--- config.mk ---
export PLATFORM = sky130hd
export DESIGN_NAME = handshake_constant_rr_arbiter
export DESIGN_NICKNAME = d
export VERILOG_FILES = /design/src/rtl/handshake_constant_rr_arbiter.sv
export SDC_FILE = /design/constraint.sdc
export NUM_CORES = 1
export LEC_CHECK = 0
export CAP_MARGIN = 20
export CORE_ASPECT_RATIO = 1.4
export CORE_MARGIN = 2
export CORE_UTILIZATION = 30
export CTS_CLUSTER_DIAMETER = 40
export CTS_CLUSTER_SIZE = 24
export DETAILED_ROUTE_END_ITERATION = 10
export PLACE_DENSITY_LB_ADDON = 0.12
export SYNTH_ARGS = -nofsm -noshare
export SYNTH_HDL_FRONTEND = slang
export SYNTH_SLANG_ARGS = --single-unit
--- constraint.sdc ---
create_clock -name clk -period 1.98 [get_ports clk]
set_input_delay 0.396 -clock clk [delete_from_list [all_inputs] [get_ports clk]]
set_output_delay 0.396 -clock clk [all_outputs]
set_load 0.05 [all_outputs]
--- src/rtl/handshake_constant_rr_arbiter.sv ---
// Round-robin arbiter that turns one granted ctrl token into one constant output
// token, held in a one-slot registered buffer tagged with the winning requester.
module handshake_constant_rr_arbiter #(
    parameter int          DATA_WIDTH  = 32,
    parameter int          N_REQ       = 4,
    parameter int          IDX_W       = 2,
    parameter logic [16:0] CONST_VALUE = 17'b01001100101001111
) (
    input  logic                  clk,
    input  logic                  rst,
    input  logic [N_REQ-1:0]      ctrl_valid,
    output logic [N_REQ-1:0]      ctrl_ready,
    output logic [DATA_WIDTH-1:0] outs,
    output logic [IDX_W-1:0]      outs_idx,
    output logic                  outs_valid,
    input  logic                  outs_ready
);

    localparam logic [DATA_WIDTH-1:0] CONST_EXT = DATA_WIDTH'(CONST_VALUE);

    typedef enum logic {
        EMPTY = 1'b0,
        FULL  = 1'b1
    } slot_state_e;

    slot_state_e      state_q, state_d;
    logic [IDX_W-1:0] ptr_q, ptr_d;
    logic [IDX_W-1:0] idx_q, idx_d;

    logic             found;
    logic [IDX_W-1:0] winner;
    logic             can_load;
    logic             grant;

    // NOTE: every always_comb output gets a default first so no path can infer a latch.
    always_comb begin
        found  = 1'b0;
        winner = '0;
        for (int k = 0; k < N_REQ; k++) begin
            if (!found && ctrl_valid[(int'(ptr_q) + k) % N_REQ]) begin
                found  = 1'b1;
                winner = IDX_W'((int'(ptr_q) + k) % N_REQ);
            end
        end
    end

    assign can_load = (state_q == EMPTY) || outs_ready;
    assign grant    = rst && found && can_load;

    // Only the winner's ready is driven, so non-winner valids never reach ctrl_ready.
    always_comb begin
        ctrl_ready = '0;
        if (rst && found) begin
            ctrl_ready[winner] = can_load;
        end
    end

    always_comb begin
        state_d = state_q;
        idx_d   = idx_q;
        ptr_d   = ptr_q;
        if (grant) begin
            state_d = FULL;
            idx_d   = winner;
            ptr_d   = (winner == IDX_W'(N_REQ - 1)) ? '0 : winner + 1'b1;
        end else if (state_q == FULL && outs_ready) begin
            state_d = EMPTY;
        end
    end

    // NOTE: sequential state uses non-blocking assignments so all registers update together.
    always_ff @(posedge clk) begin
        if (!rst) begin
            state_q <= EMPTY;
            ptr_q   <= '0;
            idx_q   <= '0;
        end else begin
            state_q <= state_d;
            ptr_q   <= ptr_d;
            idx_q   <= idx_d;
        end
    end

    assign outs_valid = (state_q == FULL);
    assign outs_idx   = idx_q;
    assign outs       = (state_q == FULL) ? CONST_EXT : '0;

    a_ready_onehot0: assert property (@(posedge clk) disable iff (!rst) $onehot0(ctrl_ready));

    a_hold_stable: assert property (@(posedge clk) disable iff (!rst)
        outs_valid && !outs_ready |=> outs_valid && $stable(outs) && $stable(outs_idx));

endmodule
==> metrics.md <==
| Metric | Value |
|---|---|
| Outcome | `finished with violations` |
| Failing checks | `setup timing` |
| CTS root buffer | `clkbuf_4` |
| CTS tree | `yes` |
| Syn Inst Count | `76` |
| Switching power share of the total | `0.497` |
| Leakage power | `0.440 nW` |
| NetSw | `358 uW` |
| Sequential Power Share | `0.183` |
| Most frequent cell after synthesis | `buf_4` |
| Fill cell count | `roughly 190` |
| Vias in the first global route | `approximately 470` |
| Setup Slack @ Placement | `-589 ps` |
| Area of the multi-input gates | `a little over 400 um2` |
| Top post-synthesis cells by area | `buf_4 (40%), dfxtp_1 (16%), ha_1 (8.2%), and2_1 (4.1%), nor4_1 (3.1%)` |
| MaxCap Viol Count | `0` |
| Clock Skews | `around 5.5 ps` |
| Clk_lat worst skew | `250 ps` |
| Initial Util | `0.312` |
| Power share of the combinational group | `0.642` |
| Avg Inst Size Synth | `approximately 8.0 um2` |
| Netlist cell types | `23` |
| Final wirelength | `approximately 1.3 mm` |
| Max_slew headroom | `0.661` |
| Die ar. | `~2400 um2` |
| Setup crit start kind | `flop` |
| Reg clk slew, reported paths | `50 ps` |
| Bufs on Longest Clock Path | `2` |
| Nets | `120` |
| Layout cells sized above 1 | `0.444` |
| Final hold viol count | `0` |
| FMAX | `about 470 MHz` |
| First-pass GRT wire length | `1.97 mm` |
| # DRC | `0` |
| Rows | `19` |
| Slew Limit Fails | `0` |
| DR iter-0 viols | `2` |
| CTS sink cnt | `5` |
| Ys async rst share | `0` |
| Shortest period the worst path allows | `approximately 2100 ps` |
| Fin crit share | `1.09` |
| DR WL/cell | `a little under 10 um` |
| Final core utilization | `0.473` |
| Critical path class | `reg2out` |
| Top cells by count, synth | `buf_4 (32), dfxtp_1 (5), and2_1 (4), ha_1 (4)` |
| Layout area overhead | `51.6%` |
| DR vias | `515` |
| Clock share of power | `0.175` |
| DRT Pass-1 Iters | `4` |
| Top_reg_cell synth | `dfxtp_1` |
| Min-delay worst type | `reg2reg` |
| Worst slew pin tran | `between 500 and 600 ps` |
| Post-synth EDFFs | `0` |
| Pwr Density | `782 nW/um2` |
| H-Tree Depth | `1` |
| P_int | `363 uW` |
| GRT overflow | `0` |
| Initial antenna violation count | `0` |
| Die height | `between 50 and 60 um` |
| Sequential share of the synthesized area | `0.165` |
| PortBufs | `22` |
| Crit path DAT | `1750 ps` |
| Drt via density | `~4.0` |
| Worst Path Required | `1580 ps` |
| Worst Setup Slack, final | `-169 ps` |
| Die W | `~42 um` |
| ANT cells | `0` |
| Register area | `between 100 and 150 um2` |
| Post-Syn Area | `608 um2` |
| Core area | `between 1500 and 2000 um2` |
| Yosys reg bits | `5` |
| Final GP Congestion | `around 0.8` |
| DP HPWL | `909 um` |
| Share of Yosys cell area claimed by the top area cell type | `0.395` |
| Largest net degree at the start of global routing | `12` |
| DRT antenna net count | `0` |
| Crit Path Max Fanout | `4` |
| Peak supply drop | `0.434 mV` |
| Crit end category | `primary output` |
| Yosys top cell by area | `buf_4` |
| Count of final setup violators | `4` |
| Setup TNS Final | `-608 ps` |
| RSZ-0062 raised after global routing | `yes` |
| GR Util All Layers | `0.105` |
| Fin area | `approximately 900 um2` |
| Synth warn | `0` |
| Io pins | `46` |
| Area after DPL | `between 700 and 800 um2` |
| Total CTS buffers | `3` |
[state kept, by name, summed over array words and instances, names as in the netlist]
register    flops
ptr_q           2
outs_valid      1
outs_idx        2
[final timing paths]
| check | depth (start not counted) | from | to | slack, ps |
|---|---|---|---|---|
| setup / recovery | 7 | ptr_q[1] | ctrl_ready[3] | -170 |
| hold / removal | 1 | outs_idx[0] | outs_idx[0] | 470 |
| setup reg to reg | 7 | ptr_q[1] | ptr_q[1] | 480 |
| hold reg to reg | 1 | outs_idx[0] | outs_idx[0] | 470 |
[cell usage in the layout (no fill, tap or decap), types with 2 or more instances in the layout]
cell | netlist | final
a21oi_1 | 3 | 2
and2_4 | 0 | 4
buf_2 | 0 | 3
buf_4 | 32 | 17
buf_6 | 0 | 2
clkbuf_4 | 0 | 3
clkdlybuf4s50_1 | 0 | 13
conb_1 | 1 | 23
dfxtp_1 | 5 | 2
dfxtp_2 | 0 | 3
ha_2 | 0 | 2
ha_4 | 0 | 2
inv_1 | 3 | 3
nand2_1 | 3 | 3
nand3_1 | 2 | 2
nor2_1 | 3 | 2
nor4_1 | 3 | 2
or2b_4 | 0 | 2
[per-layer routing]
layer  part of all wire  up-vias  routed length (um)  track usage
li1                   -      258                   -            -
met1               0.40      223                 513        0.130
met2               0.50       32                 643        0.170
met3              0.080        2                 103       0.0127
met4              0.017        0                  22       0.0670
met5                  0        -                   0            0
[metrics by stage]
step,std cells,total power [mW],hold slack (ps)
2_1_floorplan,98,0.451,494
3_3_place_gp,120,0.523,465
3_5_place_dp,120,0.522,469
4_1_cts,127,0.686,480
5_1_grt,129,0.755,495
6_report,129,0.721,475
[worst max-delay path, stage by stage, from the launching register on]
cell and delay (ps):
dfxtp_2 350, mux2i_1 210, nor2_2 70, nor4_4 290, buf_4 180, ha_4 120
and2_4 130, buf_8 130
[kinds of logic after synthesis]
group	share of synthesized area
buffers and inverters	0.414
AND/OR/NAND/NOR	0.220
AO/OA/AOI/OAI	0.0967
flip-flops	0.165
adder cells (fa/ha/maj)	0.0823
multiplexers	0.0165
other	0.00617
[power by group through the flow]
| stage | combinational [mW] | sequential, mW | clock (mW) |
|---|---|---|---|
| 3_5_place_dp | 0.388 | 0.133 | 0 |
| 2_1_floorplan | 0.290 | 0.161 | 0 |
| 3_3_place_gp | 0.390 | 0.133 | 0 |
| 4_1_cts | 0.424 | 0.132 | 0.130 |
| 5_1_grt | 0.488 | 0.134 | 0.133 |
| 6_report | 0.463 | 0.132 | 0.126 |
[final cells by class]
class,count,share of cell area
Multi-Input combinational cell,58,0.448
Timing Repair Buffer,38,0.370
Inverter,3,0.0122
Tap cell,21,0.0285
Clock buffer,4,0.0285
Sequential cell,5,0.113
[repair_timing]
item	4_1_cts	5_1_grt
buffers inserted	3	2
resized for setup	30	7
gates cloned	0	0
hold endpoints to repair	0	0
pin swaps	5	6
setup endpoints to repair	4	4
hold buffers	0	0
(Power assumes the default switching activity.)
